## config.mk

```make
export PLATFORM = sky130hd
export DESIGN_NAME = ahb_bus_arbiter_flat
export DESIGN_NICKNAME = d
export VERILOG_FILES = /design/src/rtl/ahb_bus_arbiter_if.sv /design/src/rtl/ahb_bus_arbiter.sv /design/src/flat_wrapper.sv
export SDC_FILE = /design/constraint.sdc
export NUM_CORES = 1
export LEC_CHECK = 0
export ABC_AREA = 1
export CORE_MARGIN = 10
export CORE_UTILIZATION = 33
export CTS_CLUSTER_SIZE = 10
export DETAILED_ROUTE_END_ITERATION = 16
export GPL_TIMING_DRIVEN = 0
export HOLD_SLACK_MARGIN = 0.1
export PLACE_DENSITY = 0.9
export RECOVER_POWER = 100
export SLEW_MARGIN = 10
export SYNTH_ARGS = -nofsm -noshare
export SYNTH_HDL_FRONTEND = slang
export SYNTH_SLANG_ARGS = --single-unit
```

## constraint.sdc

```tcl
create_clock -name clk -period 2.2 [get_ports clk]
set_input_delay 0.66 -clock clk [delete_from_list [all_inputs] [get_ports clk]]
set_output_delay 0.66 -clock clk [all_outputs]
set_load 0.02 [all_outputs]
```

## src/rtl/ahb_bus_arbiter_if.sv

```systemverilog
// ahb_bus_arbiter_if: bundle between the two CPU bus masters, the arbiter and the bus bridge.
// slave = arbiter view (master commands and bus status in; grants, completions and bus command out); master = the opposite view.
interface ahb_bus_arbiter_if;
    logic        i_req;
    logic [31:0] i_addr;
    logic [31:0] i_wdata;
    logic        i_we;
    logic [3:0]  i_sel;
    logic        i_gnt;
    logic        i_rvalid;
    logic [31:0] i_rdata;

    logic        d_req;
    logic [31:0] d_addr;
    logic [31:0] d_wdata;
    logic        d_we;
    logic [3:0]  d_sel;
    logic        d_gnt;
    logic        d_rvalid;
    logic [31:0] d_rdata;

    logic        addr_ok;
    logic        data_ok;
    logic [31:0] dout;
    logic        bus_req;
    logic [31:0] addr;
    logic [31:0] din;
    logic        wr;
    logic [3:0]  ben;

    modport slave (
        input  i_req, i_addr, i_wdata, i_we, i_sel,
        output i_gnt, i_rvalid, i_rdata,
        input  d_req, d_addr, d_wdata, d_we, d_sel,
        output d_gnt, d_rvalid, d_rdata,
        input  addr_ok, data_ok, dout,
        output bus_req, addr, din, wr, ben
    );

    modport master (
        output i_req, i_addr, i_wdata, i_we, i_sel,
        input  i_gnt, i_rvalid, i_rdata,
        output d_req, d_addr, d_wdata, d_we, d_sel,
        input  d_gnt, d_rvalid, d_rdata,
        output addr_ok, data_ok, dout,
        input  bus_req, addr, din, wr, ben
    );
endinterface

```

## src/rtl/ahb_bus_arbiter.sv

```systemverilog
// ahb_bus_arbiter: shares one addr_ok/data_ok memory port between the inst and data masters, one transaction at a time.
// Ports: clk, rst (sync, active-high), bus (ahb_bus_arbiter_if.slave). Macro ARB_ROUND_ROBIN_EN selects round-robin, else data wins.
module ahb_bus_arbiter (
    input  logic                clk,
    input  logic                rst,
    ahb_bus_arbiter_if.slave    bus
);

    typedef enum logic [1:0] {
        IDLE   = 2'd0,
        I_BUSY = 2'd1,
        D_BUSY = 2'd2
    } state_t;

    state_t      state_q;
    logic        last_owner_q;
    logic        bus_req_q;
    logic [31:0] addr_q;
    logic [31:0] din_q;
    logic        wr_q;
    logic [3:0]  ben_q;

    logic        is_idle;
    logic        pick_d;
    logic        accept;
    logic        i_done;
    logic        d_done;

    // The unused encoding behaves as IDLE.
    assign is_idle = (state_q != I_BUSY) && (state_q != D_BUSY);

`ifdef ARB_ROUND_ROBIN_EN
    // On contention, favour whoever did not own the bus last.
    assign pick_d = bus.d_req && (!bus.i_req || !last_owner_q);
`else
    logic unused_last_owner;
    assign unused_last_owner = last_owner_q;
    assign pick_d = bus.d_req;
`endif

    assign accept = !rst && is_idle && bus.addr_ok
                  && (bus.i_req || bus.d_req);

    assign bus.i_gnt = accept && !pick_d;
    assign bus.d_gnt = accept && pick_d;

    assign i_done = !rst && (state_q == I_BUSY) && bus.data_ok;
    assign d_done = !rst && (state_q == D_BUSY) && bus.data_ok;

    // Writes return zero read data.
    assign bus.i_rvalid = i_done;
    assign bus.d_rvalid = d_done;
    assign bus.i_rdata  = (i_done && !wr_q) ? bus.dout : 32'd0;
    assign bus.d_rdata  = (d_done && !wr_q) ? bus.dout : 32'd0;

    assign bus.bus_req = bus_req_q;
    assign bus.addr    = addr_q;
    assign bus.din     = din_q;
    assign bus.wr      = wr_q;
    assign bus.ben     = ben_q;

    always_ff @(posedge clk) begin
        if (rst) begin
            state_q      <= IDLE;
            last_owner_q <= 1'b0;
            bus_req_q    <= 1'b0;
            addr_q       <= 32'd0;
            din_q        <= 32'd0;
            wr_q         <= 1'b0;
            ben_q        <= 4'd0;
        end else begin
            case (state_q)
                I_BUSY, D_BUSY: begin
                    if (bus.data_ok) begin
                        state_q   <= IDLE;
                        bus_req_q <= 1'b0;
                        addr_q    <= 32'd0;
                        din_q     <= 32'd0;
                        wr_q      <= 1'b0;
                        ben_q     <= 4'd0;
                    end
                end
                default: begin
                    if (accept) begin
                        bus_req_q <= 1'b1;
                        if (pick_d) begin
                            state_q      <= D_BUSY;
                            last_owner_q <= 1'b1;
                            addr_q       <= bus.d_addr;
                            din_q        <= bus.d_wdata;
                            wr_q         <= bus.d_we;
                            ben_q        <= bus.d_sel;
                        end else begin
                            state_q      <= I_BUSY;
                            last_owner_q <= 1'b0;
                            addr_q       <= bus.i_addr;
                            din_q        <= bus.i_wdata;
                            wr_q         <= bus.i_we;
                            ben_q        <= bus.i_sel;
                        end
                    end else begin
                        state_q <= IDLE;
                    end
                end
            endcase
        end
    end

endmodule

```

## src/flat_wrapper.sv

```systemverilog
// flat-port wrapper written by rule: the top's interface ports become plain ports
module ahb_bus_arbiter_flat 
  (clk, rst, bus_i_req, bus_i_addr, bus_i_wdata, bus_i_we, bus_i_sel, bus_i_gnt, bus_i_rvalid, bus_i_rdata, bus_d_req, bus_d_addr, bus_d_wdata, bus_d_we, bus_d_sel, bus_d_gnt, bus_d_rvalid, bus_d_rdata, bus_addr_ok, bus_data_ok, bus_dout, bus_bus_req, bus_addr, bus_din, bus_wr, bus_ben);
  ahb_bus_arbiter_if bus_i ();
  input  logic clk;
  input  logic rst;
  input wire logic [$bits(bus_i.i_req)-1:0] bus_i_req;
  input wire logic [$bits(bus_i.i_addr)-1:0] bus_i_addr;
  input wire logic [$bits(bus_i.i_wdata)-1:0] bus_i_wdata;
  input wire logic [$bits(bus_i.i_we)-1:0] bus_i_we;
  input wire logic [$bits(bus_i.i_sel)-1:0] bus_i_sel;
  output wire logic [$bits(bus_i.i_gnt)-1:0] bus_i_gnt;
  output wire logic [$bits(bus_i.i_rvalid)-1:0] bus_i_rvalid;
  output wire logic [$bits(bus_i.i_rdata)-1:0] bus_i_rdata;
  input wire logic [$bits(bus_i.d_req)-1:0] bus_d_req;
  input wire logic [$bits(bus_i.d_addr)-1:0] bus_d_addr;
  input wire logic [$bits(bus_i.d_wdata)-1:0] bus_d_wdata;
  input wire logic [$bits(bus_i.d_we)-1:0] bus_d_we;
  input wire logic [$bits(bus_i.d_sel)-1:0] bus_d_sel;
  output wire logic [$bits(bus_i.d_gnt)-1:0] bus_d_gnt;
  output wire logic [$bits(bus_i.d_rvalid)-1:0] bus_d_rvalid;
  output wire logic [$bits(bus_i.d_rdata)-1:0] bus_d_rdata;
  input wire logic [$bits(bus_i.addr_ok)-1:0] bus_addr_ok;
  input wire logic [$bits(bus_i.data_ok)-1:0] bus_data_ok;
  input wire logic [$bits(bus_i.dout)-1:0] bus_dout;
  output wire logic [$bits(bus_i.bus_req)-1:0] bus_bus_req;
  output wire logic [$bits(bus_i.addr)-1:0] bus_addr;
  output wire logic [$bits(bus_i.din)-1:0] bus_din;
  output wire logic [$bits(bus_i.wr)-1:0] bus_wr;
  output wire logic [$bits(bus_i.ben)-1:0] bus_ben;
  assign bus_i.i_req = bus_i_req;
  assign bus_i.i_addr = bus_i_addr;
  assign bus_i.i_wdata = bus_i_wdata;
  assign bus_i.i_we = bus_i_we;
  assign bus_i.i_sel = bus_i_sel;
  assign bus_i_gnt = bus_i.i_gnt;
  assign bus_i_rvalid = bus_i.i_rvalid;
  assign bus_i_rdata = bus_i.i_rdata;
  assign bus_i.d_req = bus_d_req;
  assign bus_i.d_addr = bus_d_addr;
  assign bus_i.d_wdata = bus_d_wdata;
  assign bus_i.d_we = bus_d_we;
  assign bus_i.d_sel = bus_d_sel;
  assign bus_d_gnt = bus_i.d_gnt;
  assign bus_d_rvalid = bus_i.d_rvalid;
  assign bus_d_rdata = bus_i.d_rdata;
  assign bus_i.addr_ok = bus_addr_ok;
  assign bus_i.data_ok = bus_data_ok;
  assign bus_i.dout = bus_dout;
  assign bus_bus_req = bus_i.bus_req;
  assign bus_addr = bus_i.addr;
  assign bus_din = bus_i.din;
  assign bus_wr = bus_i.wr;
  assign bus_ben = bus_i.ben;
  ahb_bus_arbiter u_core (.clk(clk), .rst(rst), .bus(bus_i));
endmodule
```

# After elaboration in Yosys (flattened, before gate mapping)
# Index checks and enable logic that the tools add are counted.
dict set report op_classes {
  n_eq_ne 5
  reduce_logical 19
  mux 23
  bitwise_logic 0
  n_div 0
  add_sub_neg 0
  magnitude_cmp 0
  mul 0
  shift 0
}
# op count
set ops {}
lappend ops {{$mux 32} 9}
lappend ops {{$mux 4} 4}
lappend ops {{$logic_and 1x1->1} 12}
lappend ops {{$mux 2} 4}
lappend ops {{$mux 1} 6}
lappend ops {{$ne 2x2->1 const B} 2}
lappend ops {{$logic_not 1->1} 3}
lappend ops {{$eq 2x1->1 const B} 1}
lappend ops {{$eq 2x2->1 const B} 1}
lappend ops {{$ne 2x1->1 const B} 1}
lappend ops {{$reduce_and 2->1} 1}
lappend ops {{$reduce_bool 2->1} 1}
lappend ops {{$reduce_or 2->1} 1}
lappend ops {{$logic_or 1x1->1} 1}
dict set report word_totals {
  elab_cells 53
  mem_count 0
  ff_bits 72
  out_inout_bits 138
  mem_bits_rw 0
  rom_bits 0
  latchBits 0
}

# Longest topological paths before layout
dict set report depth {
  depth_word 7
  depth_mapped 9
  ltp_nobuf 8
}

# Worst setup path before layout
# OpenSTA, ideal clock, no wires.
dict set report synth_path {
  path_type {input port to output port}
  from {input port rst}
  to {output port bus_d_rdata[10]}
  t_required_ns 1.540
  cell_stages 6
  arrival_ns 1.803
  slack_ns -0.263
  cell_sequence {inv_2 nand2_1 nor2_1 nand2_1 buf_2 nor2_1}
}
dict set report synth_via {
  elab_chain_len 5
}
# item line_no
set synth_rtl {}
lappend synth_rtl {{start, declared} flat_wrapper.sv:6} ;# input logic rst;
lappend synth_rtl {{$logic_not 1->1} ahb_bus_arbiter.sv:48} ;# assign d_done = !rst && (state_q == D_BUSY) && bus.data_ok;
lappend synth_rtl {{$logic_and 1x1->1 (2 in a row)} ahb_bus_arbiter.sv:48}
lappend synth_rtl {{named net bus_d_rvalid} flat_wrapper.sv:21} ;# output wire logic [$bits(bus_i.d_rvalid)-1:0] bus_d_rvalid;
lappend synth_rtl {{$logic_and 1x1->1} ahb_bus_arbiter.sv:54} ;# assign bus.d_rdata = (d_done && !wr_q) ? bus.dout : 32'd0;
lappend synth_rtl {{$mux 32} ahb_bus_arbiter.sv:54}
lappend synth_rtl {{end, declared} flat_wrapper.sv:22} ;# output wire logic [$bits(bus_i.d_rdata)-1:0] bus_d_rdata;
# The timed path passes the listed nets, and every way through them passes these cells.

# Worst setup path after layout
dict set report layout_path {
  from {input port rst}
  to {output port bus_i_rdata[20]}
}
dict set report layout_via {
  elab_chain_len 5
}
# item line_no
set layout_rtl {}
lappend layout_rtl {{$logic_not 1->1} ahb_bus_arbiter.sv:47} ;# assign i_done = !rst && (state_q == I_BUSY) && bus.data_ok;
lappend layout_rtl {{$logic_and 1x1->1 (2 in a row)} ahb_bus_arbiter.sv:47}
lappend layout_rtl {{$logic_and 1x1->1} ahb_bus_arbiter.sv:53} ;# assign bus.i_rdata = (i_done && !wr_q) ? bus.dout : 32'd0;
lappend layout_rtl {{$mux 32} ahb_bus_arbiter.sv:53}
lappend layout_rtl {{end, declared} flat_wrapper.sv:14} ;# output wire logic [$bits(bus_i.i_rdata)-1:0] bus_i_rdata;
# Every way passes these cells.

==> impl_results.md <==
- Status: complete, but fails checks
- Failing checks: negative setup slack
- DRT Pass-1 Iters: 4
- Share of cells above drive strength 1: between 20 and 25%
- Worst Hold Class: reg -> reg
- Syn Nets: roughly 840
- Largest net degree at the start of global routing: 15
- Placed cells: about 1100
- R2R Setup Slk: 0.02 ns
- Via density: between 4 and 5
- Placed cell area: between 7000 and 8000 um2
- Overall Global Routing Usage: approximately 22%
- Avg Inst Size Synth: 5.94 um2
- Worst hold start: u_core.bus.addr[11]
- ANT nets after route: 0
- CTS sink cnt: ~70
- Final Hold Violating Endpoints: 0
- Core area: around 12000 um2
- Reg2Reg Depth: 11
- WP data required: about 1.5 ns
- Residual DRC: 0
- Ports: approximately 310
- Crit-path cells: buf_8, inv_8, nand2_4, nor2_4, nand2_8, buf_12, nor2_4, buf_6
- CP max-delay cell: buf_12
- Setup_tns: -2.22 ns
- Clock Latency Late Sink: 0.32 ns
- RSZ-0062 raised after global routing: yes
- Vias in the first global route: roughly 5400
- Period minus WS final: ~2.3 ns
- Worst ir drop on vdd: roughly 0.00046 V
- Clock root buffer master: clkbuf_16
- Crit path top cell by count: nor2_4
- WS Path Type: in -> out
- Tcrit/Tclk final: 104%
- Fin nets: around 1200
- P&R area growth vs syn: 118%
- DR iter-0 viols: between 200 and 250
- Worst Setup End Kind: output port
- Max-Cap Viols: 0
- Rows: 39
- Number of hold buffers added after CTS: 0
- Initial antenna violation count: 1
- Final setup fails: between 60 and 70
- Routability cong.: around 0.83
- R2R Path End: u_core.bus.addr[20]
- Routed vias: 5290
- Util after Layout: 73.8%
- Initial Util: around 34%
- Total CTS buffers: 9
- Fin. max-slew vios: 0
- Critical path arrival: roughly 1.6 ns
- Gr ovfl total: 0
- Final setup margin: -0.0776 ns
- Port Buf Inserts: 312
- WL/cell: 17.6 um
- Yosys warns: 0
- DIE AREA: ~17000 um2
- Sequential area share after synthesis: 36.9%
- PD cells: 511 nW/um2
- H-tree depth: 3
- Post-route clock skew: 0.00878 ns
- Maximum clock path buffer count: 2
- Sink of the worst hold path: u_core.bus.addr[11]
- Fillcell total: approximately 850
- Commonest non-fill, non-tap cells in the layout: nand2_1, clkdlybuf4s50_1, dfxtp_1
- DP HPWL: 15.6 mm
- Synth cell types: 18
- Max-slew headroom: 63.4%
- Max incr delay on CP: around 0.18 ns
- Finished Cell Area: around 8500 um2
- Critical path peak fanout: 8
- Synth Cell Area: approximately 4000 um2
- Worst setup SP type: input port
- Clk slew on worst S/H paths: about 0.06 ns
- Cells after synthesis: between 600 and 700
- Hold Path Depth: 2
- Yosys reg bits: between 70 and 80
- Most common cell after layout, fill and taps aside: nand2_1
- Worst slew pin tran: 0.549 ns
- Leakage Power: between 3 and 4 nW
- Non-filler cells, final: 1144
- CTS tree: done
- Die H: about 130 um
- Drt total wl: about 20 mm
- Worst r2r src: u_core.state_q[1]
- Die width: roughly 130 um
- First-pass GRT wire length: between 20 and 30 mm
- Max Clock Freq: around 440 MHz
## sequential cells by signal, indices dropped and copies added (netlist names)
register and flops:
u_core.bus.addr 32, u_core.bus.ben 4, u_core.bus.bus_req 1, u_core.bus.din 32, u_core.bus.wr 1, u_core.state_q 2
## cell usage after synthesis
library cell	count	area share (%)
a21oi_1	3	0.38
nand2_1	352	34
o21ai_0	48	6.2
inv_2	2	0.19
nand2_2	2	0.32
ha_1	2	0.64
dfxtp_1	72	37
buf_1	1	0.096
nor2_1	66	6.3
buf_6	4	1.2
buf_2	20	2.6
buf_4	1	0.19
inv_1	41	3.9
inv_4	1	0.16
clkbuf_1	16	1.5
o21ai_2	20	4.5
nand3_1	5	0.64
nand3_4	1	0.45
## per-stage QoR
stage,hold WS (ns),power [mW],setup WS [ns]
3_3_place_gp,0.462,2.56,-1.17
6_report,0.477,4.35,-0.0776
2_1_floorplan,0.472,1.95,-0.00346
4_1_cts,0.481,4.38,-0.0724
3_5_place_dp,0.461,2.58,-1.17
5_1_grt,0.497,4.53,-0.134
## what timing repair did
item	4_1_cts	5_1_grt
gates cloned	4	1
gates resized for setup	429	41
pin swaps	6	5
setup endpoints to repair	68	65
buffers inserted	8	4
## cells by family after synthesis
logic type	synth area share (%)
flip-flops	36.9
AO/OA/AOI/OAI	11.0
AND/OR/NAND/NOR	41.6
adder cells (fa/ha/maj)	0.641
buffers and inverters	9.84
## worst max path at each step
stage | from | slack (ns) | to
floorplan | rst | -0.003 | bus_d_rdata[10]
global route | u_core.state_q[1] | -0.13 | bus_d_rdata[22]
detailed placement | rst | -1.17 | bus_d_rdata[19]
finish | rst | -0.08 | bus_i_rdata[20]
CTS | u_core.state_q[0] | -0.07 | bus_i_rdata[20]
global placement | rst | -1.17 | bus_d_rdata[19]
## area by class of cell
class	count	area, um2	share of cell area, %
Antenna cell	1	2.50	0.0294
Buffer	41	287	3.37
Clock buffer	9	225	2.65
Clock inverter	6	133	1.56
Inverter	44	185	2.18
Multi-Input combinational cell	499	2640	31.0
Sequential cell	72	1450	17.0
Tap cell	143	179	2.10
Timing Repair Buffer	329	3410	40.1
## worst max-delay path, delay by kind of cell
kind / cells / cell delay (ns)
buffers and inverters: 4 / 0.48
AND/OR/NAND/NOR: 4 / 0.46
## report_power, final
group          internal [mW]  switching (mW)  total, mW
clock                   1.21           0.543       1.76
sequential              1.40          0.0497       1.45
combinational          0.579           0.561       1.14
total                   3.19            1.15       4.35
## routing by layer
metal | GRT usage (%) | vias up | share of wire, %
li1 | - | 2665 | -
met1 | 22.2 | 2395 | 36
met2 | 42.5 | 212 | 54
met3 | 8.71 | 18 | 8.7
met4 | 4.82 | 0 | 1.2
met5 | 0 | - | 0
(Power assumes the default switching activity.)
